===== config.mk =====
export PLATFORM = sky130hd
export DESIGN_NAME = sdram_sync_fifo_pf_flat
export DESIGN_NICKNAME = d
export VERILOG_FILES = /design/src/rtl/sdram_sync_fifo_pf_if.sv /design/src/rtl/sdram_sync_fifo_pf.sv /design/src/flat_wrapper.sv
export SDC_FILE = /design/constraint.sdc
export NUM_CORES = 1
export LEC_CHECK = 0
export BUFFER_PORTS_ARGS = -buffer_cell sky130_fd_sc_hd__buf_2
export CORE_MARGIN = 1
export CORE_UTILIZATION = 40
export CTS_CLUSTER_SIZE = 25
export DETAILED_ROUTE_END_ITERATION = 8
export GPL_TIMING_DRIVEN = 0
export PLACE_DENSITY_LB_ADDON = 0.05
export SLEW_MARGIN = 20
export SYNTH_ARGS = -nofsm -noshare
export SYNTH_HDL_FRONTEND = slang
export SYNTH_SLANG_ARGS = --single-unit

===== constraint.sdc =====
create_clock -name iCLOCK -period 4.5 [get_ports iCLOCK]
set_input_delay 0.9 -clock iCLOCK [delete_from_list [all_inputs] [get_ports iCLOCK]]
set_output_delay 0.9 -clock iCLOCK [all_outputs]
set_load 0.05 [all_outputs]

===== src/rtl/sdram_sync_fifo_pf_if.sv =====
// -----------------------------------------------------------------------------
// sdram_sync_fifo_pf_if
// Bus bundle for sdram_sync_fifo_pf. Everything except clock and reset.
//   iREMOVE            synchronous flush request
//   iAF_LEVEL          almost-full threshold  (D_N+1 bits)
//   iAE_LEVEL          almost-empty threshold (D_N+1 bits)
//   oCOUNT             occupancy 0..DEPTH     (D_N+1 bits)
//   iWR_EN/iWR_DATA    push request and data
//   oWR_FULL           occupancy == DEPTH
//   oWR_ALMOST_FULL    occupancy >= iAF_LEVEL
//   iRD_EN             pop request
//   oRD_DATA           head-of-queue word
//   oRD_EMPTY          no word available on oRD_DATA
//   oRD_ALMOST_EMPTY   occupancy <= iAE_LEVEL
//   oOVERFLOW          sticky, a push was rejected
//   oUNDERFLOW         sticky, a pop was rejected
// master: the producer/consumer side; slave: the FIFO itself.
// -----------------------------------------------------------------------------
interface sdram_sync_fifo_pf_if #(
    parameter int N   = 16,
    parameter int D_N = 4
);
    logic           iREMOVE;
    logic [D_N:0]   iAF_LEVEL;
    logic [D_N:0]   iAE_LEVEL;
    logic [D_N:0]   oCOUNT;
    logic           iWR_EN;
    logic [N-1:0]   iWR_DATA;
    logic           oWR_FULL;
    logic           oWR_ALMOST_FULL;
    logic           iRD_EN;
    logic [N-1:0]   oRD_DATA;
    logic           oRD_EMPTY;
    logic           oRD_ALMOST_EMPTY;
    logic           oOVERFLOW;
    logic           oUNDERFLOW;

    modport master (
        output iREMOVE, iAF_LEVEL, iAE_LEVEL, iWR_EN, iWR_DATA, iRD_EN,
        input  oCOUNT, oWR_FULL, oWR_ALMOST_FULL, oRD_DATA, oRD_EMPTY,
               oRD_ALMOST_EMPTY, oOVERFLOW, oUNDERFLOW
    );

    modport slave (
        input  iREMOVE, iAF_LEVEL, iAE_LEVEL, iWR_EN, iWR_DATA, iRD_EN,
        output oCOUNT, oWR_FULL, oWR_ALMOST_FULL, oRD_DATA, oRD_EMPTY,
               oRD_ALMOST_EMPTY, oOVERFLOW, oUNDERFLOW
    );
endinterface


===== src/rtl/sdram_sync_fifo_pf.sv =====
// -----------------------------------------------------------------------------
// sdram_sync_fifo_pf
// Single-clock FIFO used for the SDRAM controller's command, write-data and
// read-return queues. Adds programmable almost-full/almost-empty thresholds,
// a registered occupancy count, rejection of illegal pushes/pops with sticky
// error flags, and an optional first-word-fall-through output register.
// Ports:
//   iCLOCK   clock, all state changes on the rising edge
//   inRESET  asynchronous active-low reset
//   bus      sdram_sync_fifo_pf_if.slave (flush, thresholds, push, pop, flags)
// Parameters:
//   N        data width
//   DEPTH    capacity, must equal 2**D_N
//   D_N      log2(DEPTH), at least 1
//   OUT_REG  0: oRD_DATA read straight from memory
//            1: oRD_DATA from a first-word-fall-through register
// -----------------------------------------------------------------------------
module sdram_sync_fifo_pf #(
    parameter int N       = 16,
    parameter int DEPTH   = 16,
    parameter int D_N     = 4,
    parameter int OUT_REG = 0
) (
    input  logic                      iCLOCK,
    input  logic                      inRESET,
    sdram_sync_fifo_pf_if.slave       bus
);

    localparam logic [D_N:0] LP_DEPTH = (D_N+1)'(DEPTH);
    localparam logic [D_N:0] LP_ONE   = (D_N+1)'(1);

    logic [N-1:0]  r_mem [DEPTH];
    logic [D_N:0]  r_wptr;
    logic [D_N:0]  r_rptr;
    logic [D_N:0]  r_count;
    logic          r_ov;
    logic [N-1:0]  r_out_data;
    logic          r_ovf;
    logic          r_unf;

    logic          w_empty;
    logic          w_pop_ok;
    logic          w_push_ok;
    logic [D_N:0]  w_mem_cnt;
    logic          w_load;
    logic          w_rd_adv;
    logic          w_unused_wrap;

    always_comb begin
        w_empty   = (OUT_REG != 0) ? !r_ov : (r_count == '0);
        w_pop_ok  = bus.iRD_EN && !w_empty;
        // A full FIFO can still take a push when the same edge frees a slot.
        w_push_ok = bus.iWR_EN && ((r_count != LP_DEPTH) || w_pop_ok);
        // Words still in memory: the output register holds one of the counted words.
        w_mem_cnt = r_count - {{D_N{1'b0}}, r_ov};
        w_load    = (OUT_REG != 0) && (w_mem_cnt != '0) && (!r_ov || w_pop_ok);
        w_rd_adv  = (OUT_REG != 0) ? w_load : w_pop_ok;
    end

    // Occupancy lives in r_count, so the pointer wrap bits feed no flag logic.
    assign w_unused_wrap = r_wptr[D_N] ^ r_rptr[D_N];

    always_ff @(posedge iCLOCK or negedge inRESET) begin
        if (!inRESET) begin
            r_wptr     <= '0;
            r_rptr     <= '0;
            r_count    <= '0;
            r_ov       <= 1'b0;
            r_out_data <= '0;
            r_ovf      <= 1'b0;
            r_unf      <= 1'b0;
        end else if (bus.iREMOVE) begin
            r_wptr  <= '0;
            r_rptr  <= '0;
            r_count <= '0;
            r_ov    <= 1'b0;
            r_ovf   <= 1'b0;
            r_unf   <= 1'b0;
        end else begin
            if (w_push_ok)
                r_wptr <= r_wptr + LP_ONE;
            if (w_rd_adv)
                r_rptr <= r_rptr + LP_ONE;

            if (w_push_ok && !w_pop_ok)
                r_count <= r_count + LP_ONE;
            else if (w_pop_ok && !w_push_ok)
                r_count <= r_count - LP_ONE;

            // Refill the output register on the same edge it is popped: no bubble.
            if (w_load) begin
                r_ov       <= 1'b1;
                r_out_data <= r_mem[r_rptr[D_N-1:0]];
            end else if (w_pop_ok) begin
                r_ov <= 1'b0;
            end

            if (bus.iWR_EN && !w_push_ok)
                r_ovf <= 1'b1;
            if (bus.iRD_EN && w_empty)
                r_unf <= 1'b1;
        end
    end

    // Storage array carries no reset.
    always_ff @(posedge iCLOCK) begin
        if (!bus.iREMOVE && w_push_ok)
            r_mem[r_wptr[D_N-1:0]] <= bus.iWR_DATA;
    end

    assign bus.oCOUNT           = r_count;
    assign bus.oWR_FULL         = (r_count == LP_DEPTH);
    assign bus.oWR_ALMOST_FULL  = (r_count >= bus.iAF_LEVEL);
    assign bus.oRD_ALMOST_EMPTY = (r_count <= bus.iAE_LEVEL);
    assign bus.oRD_EMPTY        = w_empty;
    assign bus.oRD_DATA         = (OUT_REG != 0) ? r_out_data : r_mem[r_rptr[D_N-1:0]];
    assign bus.oOVERFLOW        = r_ovf;
    assign bus.oUNDERFLOW       = r_unf;

endmodule


===== src/flat_wrapper.sv =====
// flat-port wrapper written by rule: the top's interface ports become plain ports
module sdram_sync_fifo_pf_flat 
#(
    parameter int N       = 16,
    parameter int DEPTH   = 16,
    parameter int D_N     = 4,
    parameter int OUT_REG = 0
)
  (iCLOCK, inRESET, bus_iREMOVE, bus_iAF_LEVEL, bus_iAE_LEVEL, bus_iWR_EN, bus_iWR_DATA, bus_iRD_EN, bus_oCOUNT, bus_oWR_FULL, bus_oWR_ALMOST_FULL, bus_oRD_DATA, bus_oRD_EMPTY, bus_oRD_ALMOST_EMPTY, bus_oOVERFLOW, bus_oUNDERFLOW);
  sdram_sync_fifo_pf_if #(.N(N), .D_N(D_N)) bus_i ();
  input  logic iCLOCK;
  input  logic inRESET;
  input wire logic [$bits(bus_i.iREMOVE)-1:0] bus_iREMOVE;
  input wire logic [$bits(bus_i.iAF_LEVEL)-1:0] bus_iAF_LEVEL;
  input wire logic [$bits(bus_i.iAE_LEVEL)-1:0] bus_iAE_LEVEL;
  input wire logic [$bits(bus_i.iWR_EN)-1:0] bus_iWR_EN;
  input wire logic [$bits(bus_i.iWR_DATA)-1:0] bus_iWR_DATA;
  input wire logic [$bits(bus_i.iRD_EN)-1:0] bus_iRD_EN;
  output wire logic [$bits(bus_i.oCOUNT)-1:0] bus_oCOUNT;
  output wire logic [$bits(bus_i.oWR_FULL)-1:0] bus_oWR_FULL;
  output wire logic [$bits(bus_i.oWR_ALMOST_FULL)-1:0] bus_oWR_ALMOST_FULL;
  output wire logic [$bits(bus_i.oRD_DATA)-1:0] bus_oRD_DATA;
  output wire logic [$bits(bus_i.oRD_EMPTY)-1:0] bus_oRD_EMPTY;
  output wire logic [$bits(bus_i.oRD_ALMOST_EMPTY)-1:0] bus_oRD_ALMOST_EMPTY;
  output wire logic [$bits(bus_i.oOVERFLOW)-1:0] bus_oOVERFLOW;
  output wire logic [$bits(bus_i.oUNDERFLOW)-1:0] bus_oUNDERFLOW;
  assign bus_i.iREMOVE = bus_iREMOVE;
  assign bus_i.iAF_LEVEL = bus_iAF_LEVEL;
  assign bus_i.iAE_LEVEL = bus_iAE_LEVEL;
  assign bus_i.iWR_EN = bus_iWR_EN;
  assign bus_i.iWR_DATA = bus_iWR_DATA;
  assign bus_i.iRD_EN = bus_iRD_EN;
  assign bus_oCOUNT = bus_i.oCOUNT;
  assign bus_oWR_FULL = bus_i.oWR_FULL;
  assign bus_oWR_ALMOST_FULL = bus_i.oWR_ALMOST_FULL;
  assign bus_oRD_DATA = bus_i.oRD_DATA;
  assign bus_oRD_EMPTY = bus_i.oRD_EMPTY;
  assign bus_oRD_ALMOST_EMPTY = bus_i.oRD_ALMOST_EMPTY;
  assign bus_oOVERFLOW = bus_i.oOVERFLOW;
  assign bus_oUNDERFLOW = bus_i.oUNDERFLOW;
  sdram_sync_fifo_pf #(.N(N), .DEPTH(DEPTH), .D_N(D_N), .OUT_REG(OUT_REG)) u_core (.iCLOCK(iCLOCK), .inRESET(inRESET), .bus(bus_i));
endmodule

* After elaboration in Yosys (flattened, before gate mapping)
Memories as Yosys holds them, arrays and structs flattened.
Index checks and enable logic that the tools add are counted.
** Word-level totals
- Flip-flop bits (word level) :: 17
- Memory bits (writable) :: 256
- Input port bits :: 31
- Output and inout port bits :: 27
- Memories kept :: 1
** Operators by class
- $add $sub $neg :: 4
- Order comparisons :: 2
- Equality and inequality tests :: 2
- Mux-type cells :: 13
- Reduce and logical (&&, ||, !) cells :: 18
** Memories
- u_core.r_mem :: words 16, width 16, read ports 1, clocked after memory_dff 0, write ports 1, RTL line sdram_sync_fifo_pf.sv:32 : logic [N-1:0] r_mem [DEPTH];
** Operators by type and width (number)
- two-way mux 5 bit :: 7
- adder 5 x 1 -> 5 bit, second input constant :: 3
- nonzero test 2 bit :: 4
- logical AND 1 bit :: 7
- two-way mux 1 bit :: 6
- equality test 5 bit, second input constant :: 1
- >= comparator 5 bit :: 1
- less-or-equal comparator 5 bit :: 1
- zero test 5 bit :: 1
- != test 5 bit, second input constant :: 1
- subtractor 5 x 1 -> 5 bit, second input constant :: 1
- zero test 1 bit :: 4
- nonzero test 3 bit :: 1
- logical OR 1 bit :: 1

* Longest topological paths before layout
Gate-level depths: netlist (run 1).
- Word-level depth :: 10
- Mapped depth :: 8
- Depth with buffers taken out :: 7

* Worst setup path after synthesis (run 1)
No wires, ideal clock.
- Path type :: input -> register
- Start :: input bus_iWR_EN
- End :: memory u_core.r_mem[0][0], enable pin
- Library setup time :: 430 ps
- Data arrival time :: 3125 ps
- Required time :: 4070 ps
- Path slack :: 945 ps
- Stages :: 4
- Buffers on the path :: 1
- Cell sequence :: clkbuf_1 nor2b_1 o21ai_2 nor4_1
** Between the ends
- Longest elaborated chain between the ends :: 4
** Ends and longest elaborated chain
- start, declared :: RTL line flat_wrapper.sv:16 : input wire logic [$bits(bus_i.iWR_EN)-1:0] bus_iWR_EN;
- logical AND 1 bit :: RTL line sdram_sync_fifo_pf.sv:53 : w_push_ok = bus.iWR_EN && ((r_count != LP_DEPTH) || w_pop_ok);
- logical AND 1 bit :: RTL line sdram_sync_fifo_pf.sv:107 : if (!bus.iREMOVE && w_push_ok)
- two-way mux 1 bit :: RTL line sdram_sync_fifo_pf.sv:107
- two-way mux 1 bit (not written as such) :: RTL line sdram_sync_fifo_pf.sv:108 : r_mem[r_wptr[D_N-1:0]] <= bus.iWR_DATA;
- end, declared :: RTL line sdram_sync_fifo_pf.sv:32
No other way between the ends.

* Worst setup path in the final report (run 1)
- Start :: register u_core.r_rptr[1]
- End :: output bus_oRD_DATA[12]
** Between the ends
- Longest elaborated chain between the ends :: 1
** Ends and longest elaborated chain
- start, declared :: RTL line sdram_sync_fifo_pf.sv:34 : logic [D_N:0] r_rptr;
- start signal, assigned :: RTL line sdram_sync_fifo_pf.sv:83 : r_rptr <= r_rptr + LP_ONE;
- memory (16 x 16 bit)
- end, declared :: RTL line flat_wrapper.sv:22 : output wire logic [$bits(bus_i.oRD_DATA)-1:0] bus_oRD_DATA;
No other way between the ends.

==> results of run 1 <==
## per-layer routing
layer / vias up / global-route usage / share of wire
li1: 2438 / - / -
met1: 2868 / 0.266 / 0.45
met2: 114 / 0.297 / 0.48
met3: 25 / 0.0242 / 0.055
met4: 0 / 0.0374 / 0.012
met5: - / 0 / 0
## power breakdown
part | switching [mW] | internal (mW) | total (mW)
Clock | 0.951 | 1.29 | 2.24
Combinational | 0.991 | 0.600 | 1.59
Sequential | 0.0620 | 2.81 | 2.87
Total | 2.00 | 4.70 | 6.70
## cell type report
cell class,count,area [sq um],share of cell area
clock buffers,31,733,0.0580
inverters,18,67.6,0.00535
repair buffers,69,353,0.0279
multi-input cells,230,2710,0.214
clock inverters,22,165,0.0131
flip-flops and latches,271,8060,0.638
well taps,341,427,0.0338
plain buffers,27,115,0.00911
diodes,1,2.50,0.000198
## registers in the layout, indices dropped and copies added (netlist names)
register               cells
u_core.r_mem             256
u_core.bus.oUNDERFLOW      1
u_core.bus.oOVERFLOW       1
u_core.r_rptr              4
u_core.r_wptr              4
u_core.bus.oCOUNT          5
## how the worst max path moves through the flow
stage,slack (ns),depth (start not counted),end,from
after floorplan,0.94,4,u_core.r_mem[0][0]$_DFFE_PP_,bus_iWR_EN
after global placement,-1.06,4,u_core.r_mem[1][9]$_DFFE_PP_,bus_iWR_EN
after detailed placement,0.67,6,bus_oRD_DATA[12],u_core.r_rptr[1]$_DFFE_PN0P_
after CTS,0.1,6,bus_oRD_DATA[12],u_core.r_rptr[1]$_DFFE_PN0P_
after global routing,0.07,6,bus_oRD_DATA[12],u_core.r_rptr[1]$_DFFE_PN0P_
final,0.17,6,bus_oRD_DATA[12],u_core.r_rptr[1]$_DFFE_PN0P_
## metrics by stage
step	cells	TNS, ns
final	1010	0
after global routing	1009	0
after CTS	1009	0
after detailed placement	956	0
after global placement	943	-66.03
after floorplan	546	0
## cell families (layout without fill, tap and decap cells)
group           count (synthesis)  after routing  synth area share
other cells                     0              1                 0
fa+ha+maj                      20             20            0.0237
xor+xnor                        5              5           0.00402
compound gates                 61             61            0.0421
flops                         271            271             0.740
mux                            71             71             0.140
buf+inv                        45            167            0.0168
simple gates                   73             73            0.0334
## placed cells by master (no fill, tap or decap), drive strengths merged, types with 2 or more instances in the layout
master,count
nor3b,2
bufinv,2
nor2b,5
xor2,3
nor3,4
inv,19
and2,10
buf,78
mux4,64
o21ai,6
mux2i,4
o211ai,4
a22oi,32
o21a,6
nand2b,3
nand3,6
clkbuf,49
mux2,3
xnor2,2
nor2,18
a21oi,6
ha,19
nor4,4
nand2,18
a21o,2
edfxtp,256
dfrtp,15
clkinv,18
==> results.md, run 1 <==
- H-tree levels: 1
- Clock Sinks: 271
- Post-synth EDFFs: 256
- Cells after synthesis: 546
- Pre-CTS WS: 0.671 ns
- First DRT Iteration DRCs: 387
- # port buffers: 56
- Asr flop ratio synth: 0.0554
- WL/cell: 24.4 microns
- Worst path required time: 3.60 ns
- Most common cell on crit path: clkbuf_1
- CTS buffer count: 29
- Hpwl dp: 15,800 microns
- VDD IR max: 0.000370 V
- Yosys cell types: 40
- Top post-synthesis cells by area: edfxtp_1 71%, mux4_2 13%, dfrtp_1 3.4%
- Clock Latency Late Sink: 0.54 ns
- FF-to-FF Start: u_core.bus.oCOUNT[0]$_DFFE_PN0P_
- Cell Pwr Density: 531 nW/um^2
- Initial Util: 0.407
- Tmin final: 4.33 ns
- Worst path slowest cell: clkbuf_1
- Die area: 27,900 sq um
- Outcome: finished, final reports clean
- Hold crit path type: in2async
- Data arrival, critical path: 3.43 ns
- Syn Area/Cell: 20.0 sq um
- Least-Margin Pin Slew: 1.05 ns
- Post-Syn Area: 10,900 sq um
- Post-CTS Resized: 0
- Root Buffer: clkbuf_16
- Max Clk Rate: 0.231 GHz
- GRT Total Usage: 0.183
- Post-DRT Antenna Nets: 0
- Final setup viols: 0
- Grt ovf: 0
- Post-Layout Inst Area: 12,600 sq um
- Vias: 5,445
- Rel. slew slack: 0.302
- Element type at the critical path end: output port
- CP max stage delay: 0.69 ns
- Die H: 167 microns
- Cell family with most CP delay: buffers and inverters
- Count leader, synth: edfxtp_1
- Worst reg2reg path depth: 8
- Final nets: 697
- Largest net degree at the start of global routing: 17
- Cells along the critical path: clkbuf_1, clkbuf_1, mux4_2, a22oi_1, nand2_1, buf_2
- WL final: 24,600 microns
- Number of global-route vias before repair: 5,808
- P&R area growth vs syn: 15.9%
- Synth area leader: edfxtp_1
- Most frequent cells after synthesis: 256 x edfxtp_1, 64 x mux4_2, 32 x a22oi_1
- Row cnt: 60
- CTS tree: yes
- Util after Layout: 0.471
- Synthesis-stage register bit count: 271
- Final Wtd Congestion: 0.739
- Ys Warns: 0
- Core Area: 26,800 sq um
- First-pass GRT wire length: 37,200 microns
- CP Class: reg2out
- P_leak: 4.25 nW
- Pre-antenna DRT Iters: 4
- DR vias/cell: 5.39
- Fill cell count: 2,277
- Placed Area: 11,700 sq um
- Post-synth top flop: edfxtp_1
- Reg-to-Reg End: u_core.bus.oCOUNT[4]$_DFFE_PN0P_
- Synth top area share: 0.705
- I/O pins: 58
- Register area share after synthesis: 0.740
- CP max FO: 10
- Fin. Hold Viols: 0
- Initial antenna violation count: 0
- Period utilization: 0.963
- Hold_buf cts: 0
- Postcts setup bufs: 0
- RSZ-0062 raised after global routing: no
- Drt drc: 0
- Fin worst setup slack: 0.167 ns
- Clock transition at the registers of the reported paths: 0.06 ns
- Worst hold slack: 0.262 ns
- Fraction of layout instances using a drive strength above 1: 0.295
- Max-slew violations: 0
- Skew final: 0.00989 ns
- Tot Pwr: 6.70 mW
- CTS Buffer Depth: 3
- Net count after synthesis: 597
- Critical Path Start Type: flip-flop
- Reg2reg setup slack: 1.70 ns
- Width of the die: 167 microns
- Max Cap Viol: 0
- Count of buffer and inverter cells on the critical path: 3
No activity file was read; power rests on OpenSTA's default activity.
==> inputs of run 2 (changes only) <==
--- a/config.mk
+++ b/config.mk
@@ -7,7 +7,7 @@
 export LEC_CHECK = 0
 export BUFFER_PORTS_ARGS = -buffer_cell sky130_fd_sc_hd__buf_2
 export CORE_MARGIN = 1
-export CORE_UTILIZATION = 40
+export CORE_UTILIZATION = 60
 export CTS_CLUSTER_SIZE = 25
 export DETAILED_ROUTE_END_ITERATION = 8
 export GPL_TIMING_DRIVEN = 0
==> run 2 against run 1 <==
Against the previous run:
- routed wire length fell by 6.9%
- core utilization is 24 points higher
- sequential share of layout area increased by 1.0 points
- register-to-register slack worse by 0.05 ns
- clock skew is 0.0038 ns lower
- cell area down 1.6%
- count of clock-buffer cells in the layout decreased by 2
- largest cell class unchanged
- largest power group unchanged
==> results.md, run 2 (synthesized netlist as in run 1, its figures left out) <==
- Outcome: finished, final reports clean
- Ant. Diodes: 0
- Die area: 18,700 sq um
- H-tree levels: 1
- Flip-flop and latch area: 8060 sq um
- Skew final: 0.00611 ns
- Drt drc: 0
- Commonest non-fill, non-tap cells in the layout: 256 x edfxtp_1, 68 x buf_2, 64 x mux4_2
- Hold_buf cts: 0
- Cell Pwr Density: 530 nW/um^2
- CP max stage delay: 0.67 ns
- Width of the die: 137 microns
- Area occupied by multi-input gates: 2710 sq um
- WL/cell: 25.9 microns
- Fill cell count: 1,107
- Data arrival, critical path: 3.16 ns
- CTS buffer count: 27
- Combinational share of power: 0.236
- Tmin final: 4.06 ns
- First-pass GRT wire length: 34,700 microns
- Fraction of layout instances using a drive strength above 1: 0.292
- Post-DRT Antenna Nets: 0
- CTS Buffer Depth: 3
- Worst reg2reg path depth: 8
- Post-CTS Resized: 0
- Final nets: 694
- RSZ-0062 raised after global routing: no
- Largest register FFs: 256
- Worst path required time: 3.60 ns
- Part of the power in registers: 0.435
- Hpwl dp: 14,100 microns
- Die H: 137 microns
- Count of buffer and inverter cells on the critical path: 3
- Pre-CTS WS: 0.962 ns
- Number of global-route vias before repair: 5,856
- # port buffers: 56
- Worst path slowest cell: clkbuf_1
- Initial Util: 0.621
- Max Clk Rate: 0.246 GHz
- WL final: 22,900 microns
- Initial antenna violation count: 0
- CP Class: reg2out
- I/O pins: 58
- Psw: 1.92 mW
- Vias: 5,649
- Hold crit path type: in2async
- Fin worst setup slack: 0.437 ns
- Cell family with most CP delay: buffers and inverters
- Crit path depth: 6
- Least-Margin Pin Slew: 1.16 ns
- First DRT Iteration DRCs: 443
- Clock Sinks: 271
- Most common cell on crit path: clkbuf_1
- Clock power share: 0.329
- Element type at the critical path end: output port
- CTS tree: yes
- Largest net degree at the start of global routing: 17
- Postcts setup bufs: 0
- Rel. slew slack: 0.229
- Post-Layout Inst Area: 12,400 sq um
- Root Buffer: clkbuf_16
- Grt ovf: 0
- GRT Total Usage: 0.262
- Max Cap Viol: 0
- Period utilization: 0.903
- Final setup viols: 0
- Placed Area: 11,600 sq um
- Pre-antenna DRT Iters: 4
- Row cnt: 48
- CP max FO: 10
- Critical Path Start Type: flip-flop
- DR vias/cell: 6.38
- Core Area: 17,500 sq um
- Pint: 4.67 mW
- Max-slew violations: 0
- Clock transition at the registers of the reported paths: 0.06 ns
- Clock Latency Late Sink: 0.53 ns
- Fin. Hold Viols: 0
- P_leak: 4.22 nW
- Cells along the critical path: clkbuf_1, clkbuf_1, mux4_2, a22oi_1, nand2_1, buf_2
- Sw frac: 0.291
- Most common cell after layout, fill and taps aside: edfxtp_1
- VDD IR max: 0.000371 V
- Final Wtd Congestion: 0.771
- P&R area growth vs syn: 14.1%
## run 2: cell count changes in the layout (fill, tap and decap cells not counted), sizes merged
cell,change
bufinv,+1
diode,-1
buf,-1
clkinv,-5
clkbuf,-2
## run 2: path summary, 6_finish.rpt
check                                                    to  slack, ns                             start
min                            u_core.r_wptr[1]$_DFFE_PN0P_       0.27                           inRESET
min in group iCLOCK        u_core.bus.oOVERFLOW$_DFFE_PN0P_       0.52  u_core.bus.oOVERFLOW$_DFFE_PN0P_
max                                        bus_oRD_DATA[10]       0.44      u_core.r_rptr[1]$_DFFE_PN0P_
min reg2reg                u_core.bus.oOVERFLOW$_DFFE_PN0P_       0.52  u_core.bus.oOVERFLOW$_DFFE_PN0P_
max in group asynchronous  u_core.bus.oCOUNT[1]$_DFFE_PN0P_       3.96                           inRESET
max reg2reg                u_core.bus.oCOUNT[4]$_DFFE_PN0P_       1.65  u_core.bus.oCOUNT[1]$_DFFE_PN0P_
## run 2: routing by layer
layer  vias up  global-route usage  share of wire  routed length, microns
met1      2948               0.367           0.41                    9420
met5         -                   0              0                       0
met4         0              0.0753          0.024                     557
met3        39              0.0385          0.064                    1470
met2       238               0.434           0.50                   11500
li1       2424                   -              -                       -
## run 2: area by class of cell
| cell class | instances | area share |
|---|---|---|
| tap | 225 | 0.0226 |
| sequential | 271 | 0.648 |
| inverter | 18 | 0.00543 |
| timing repair buffer | 68 | 0.0284 |
| multi-input combinational | 230 | 0.218 |
| buffer | 27 | 0.00926 |
| clock buffer | 29 | 0.0549 |
| clock inverter | 18 | 0.0134 |
## run 2: power groups by stage
| stage | clock (mW) | sequential, mW | combinational, mW |
|---|---|---|---|
| 2_1_floorplan | 0 | 2.98 | 1.11 |
| 3_3_place_gp | 0 | 2.92 | 1.52 |
| 3_5_place_dp | 0 | 2.92 | 1.57 |
| 4_1_cts | 2.18 | 2.87 | 1.57 |
| 5_1_grt | 2.28 | 2.87 | 1.67 |
| 6_report | 2.17 | 2.87 | 1.56 |
## run 2: per-stage QoR
stage / total power, mW / TNS (ns) / util / cells / hold slack [ns]
5_1_grt: 6.82 / 0 / 0.709 / 886 / 0.295
3_5_place_dp: 4.49 / 0 / 0.661 / 839 / 0.506
2_1_floorplan: 4.09 / 0 / - / 546 / 0.562
4_1_cts: 6.62 / 0 / 0.709 / 886 / 0.273
3_3_place_gp: 4.44 / -54.33 / 0.653 / 827 / 0.477
6_report: 6.59 / 0 / 0.709 / 886 / 0.271
==> inputs of run 3 (changes only) <==
--- a/config.mk
+++ b/config.mk
@@ -10,7 +10,6 @@
 export CORE_UTILIZATION = 60
 export CTS_CLUSTER_SIZE = 25
 export DETAILED_ROUTE_END_ITERATION = 8
-export GPL_TIMING_DRIVEN = 0
 export PLACE_DENSITY_LB_ADDON = 0.05
 export SLEW_MARGIN = 20
 export SYNTH_ARGS = -nofsm -noshare
==> run 3 against run 2 <==
Against the previous run:
- setup slack improved by 0.55 ns
- combinational power decreased by 6%
- register-to-register slack barely moved
- cell count decreased by 2.3%
- sequential share of layout area is 0.46 points higher
- core utilization is 0.46 points lower
- non-clock buffer count shrank 19
- worst hold slack got worse by 0.0035 ns
- critical path type unchanged
- critical endpoint is now bus_oRD_DATA[12]
- largest power group unchanged
==> results.md, run 3 (synthesized netlist as in run 1, its figures left out) <==
- Outcome: finished, final reports clean
- Clock Sinks: 271
- Final Wtd Congestion: 0.765
- Clock power share: 0.318
- WL final: 21,400 microns
- Data arrival, critical path: 2.61 ns
- Hpwl dp: 12,500 microns
- Initial antenna violation count: 0
- Max-slew violations: 0
- CTS Buffer Depth: 3
- Post-Layout Inst Area: 12,400 sq um
- Least-Margin Pin Slew: 0.997 ns
- Vias: 5,469
- Psw: 1.83 mW
- CP max FO: 38
- P&R area growth vs syn: 13.4%
- Clock Latency Late Sink: 0.54 ns
- Max Clk Rate: 0.285 GHz
- Fraction of layout instances using a drive strength above 1: 0.303
- Initial Util: 0.621
- CP Class: reg2out
- Drt drc: 0
- CTS tree: yes
- Most common cell after layout, fill and taps aside: edfxtp_1
- GRT Total Usage: 0.247
- Placed Area: 11,600 sq um
- First-pass GRT wire length: 33,000 microns
- Skew final: 0.0178 ns
- CTS buffer count: 27
- Die area: 18,700 sq um
- Sw frac: 0.287
- Largest net degree at the start of global routing: 68
- Placed cell count: 820
- TNS Setup: 0 ns
- WL/cell: 24.8 microns
- Postcts setup bufs: 0
- Pre-antenna DRT Iters: 5
- Rel. slew slack: 0.335
- DR vias/cell: 6.32
- Final setup viols: 0
- Hold crit path type: in2async
- P_leak: 4.19 nW
- Ant. Diodes: 0
- Fin. Hold Viols: 0
- Tmin final: 3.51 ns
- Final nets: 675
- Root Buffer: clkbuf_16
- Die H: 137 microns
- Element type at the critical path end: output port
- Grt ovf: 0
- Post-CTS Resized: 0
- Pint: 4.56 mW
- Width of the die: 137 microns
- Core Area: 17,500 sq um
- RSZ-0062 raised after global routing: no
- Largest register FFs: 256
- H-tree levels: 1
- I/O pins: 58
- Part of the power in registers: 0.454
- # port buffers: 57
- Hold_buf cts: 0
- VDD IR max: 0.000481 V
- Clock transition at the registers of the reported paths: 0.06 ns
- Worst hold slack: 0.268 ns
- Combinational share of power: 0.228
- Row cnt: 48
- First DRT Iteration DRCs: 416
- Period utilization: 0.781
- Max Cap Viol: 0
- Cell Pwr Density: 517 nW/um^2
- Commonest non-fill, non-tap cells in the layout: 256 x edfxtp_1, 64 x mux4_2, 57 x buf_2
- Worst path required time: 3.60 ns
- Critical Path Start Type: flip-flop
- Number of global-route vias before repair: 5,688
- Final non-filler cell total: 866
- Post-DRT Antenna Nets: 0
- Worst reg2reg path depth: 7
run 3: cell count changes in the layout (fill, tap and decap cells not counted), moves of 2 or more:
cell,change
buf_2,-11
nor2_2,+4
dfrtp_1,-2
buf_1,-3
bufinv_16,-2
buf_4,+12
clkbuf_1,-15
nor2_4,-4
buf_12,+2
run 3: worst paths after layout:
kind | slack [ns] | startpoint | endpoint
min reg2reg | 0.50 | u_core.bus.oOVERFLOW$_DFFE_PN0P_ | u_core.bus.oOVERFLOW$_DFFE_PN0P_
max in group asynchronous | 3.96 | inRESET | u_core.r_rptr[0]$_DFFE_PN0P_
max | 0.99 | u_core.r_rptr[0]$_DFFE_PN0P_ | bus_oRD_DATA[12]
min | 0.27 | inRESET | u_core.bus.oUNDERFLOW$_DFFE_PN0P_
min in group iCLOCK | 0.50 | u_core.bus.oOVERFLOW$_DFFE_PN0P_ | u_core.bus.oOVERFLOW$_DFFE_PN0P_
max reg2reg | 1.66 | u_core.bus.oCOUNT[0]$_DFFE_PN0P_ | u_core.bus.oCOUNT[4]$_DFFE_PN0P_
run 3: through the flow:
step,utilization,power [mW],setup slack [ns]
after floorplan,-,4.09,0.945
after global placement,0.659,4.39,1.50
after global routing,0.705,6.63,0.821
final,0.705,6.39,0.988
after detailed placement,0.659,4.42,1.43
after CTS,0.705,6.44,0.947
run 3: power groups by stage:
stage	Combinational, mW	Sequential [mW]	Clock [mW]
2_1_floorplan	1.11	2.98	0
3_3_place_gp	1.44	2.95	0
3_5_place_dp	1.47	2.96	0
4_1_cts	1.47	2.90	2.06
5_1_grt	1.56	2.91	2.16
6_report	1.46	2.90	2.03
run 3: layout make-up:
type | count | area [sq um]
Clock buffer | 32 | 694
Clock inverter | 14 | 105
Inverter | 18 | 67.6
Timing Repair Buffer | 76 | 453
Tap cell | 225 | 282
Multi-Input combinational cell | 230 | 2690
Fill cell | 1113 | 5180
Sequential cell | 271 | 8070
run 3: metal layers:
layer,track usage,routed length [microns],vias to the layer above
met2,0.391,10300,191
met3,0.0385,1310,44
met1,0.360,9330,2849
met5,0,0,-
met4,0.0765,489,0
li1,-,-,2385
run 3: critical path, stage by stage, from the launching register on:
cell	delay [ns]
dfrtp_4	0.60
buf_12	0.35
mux4_2	0.56
a22oi_1	0.24
nand2_1	0.11
buf_2	0.22
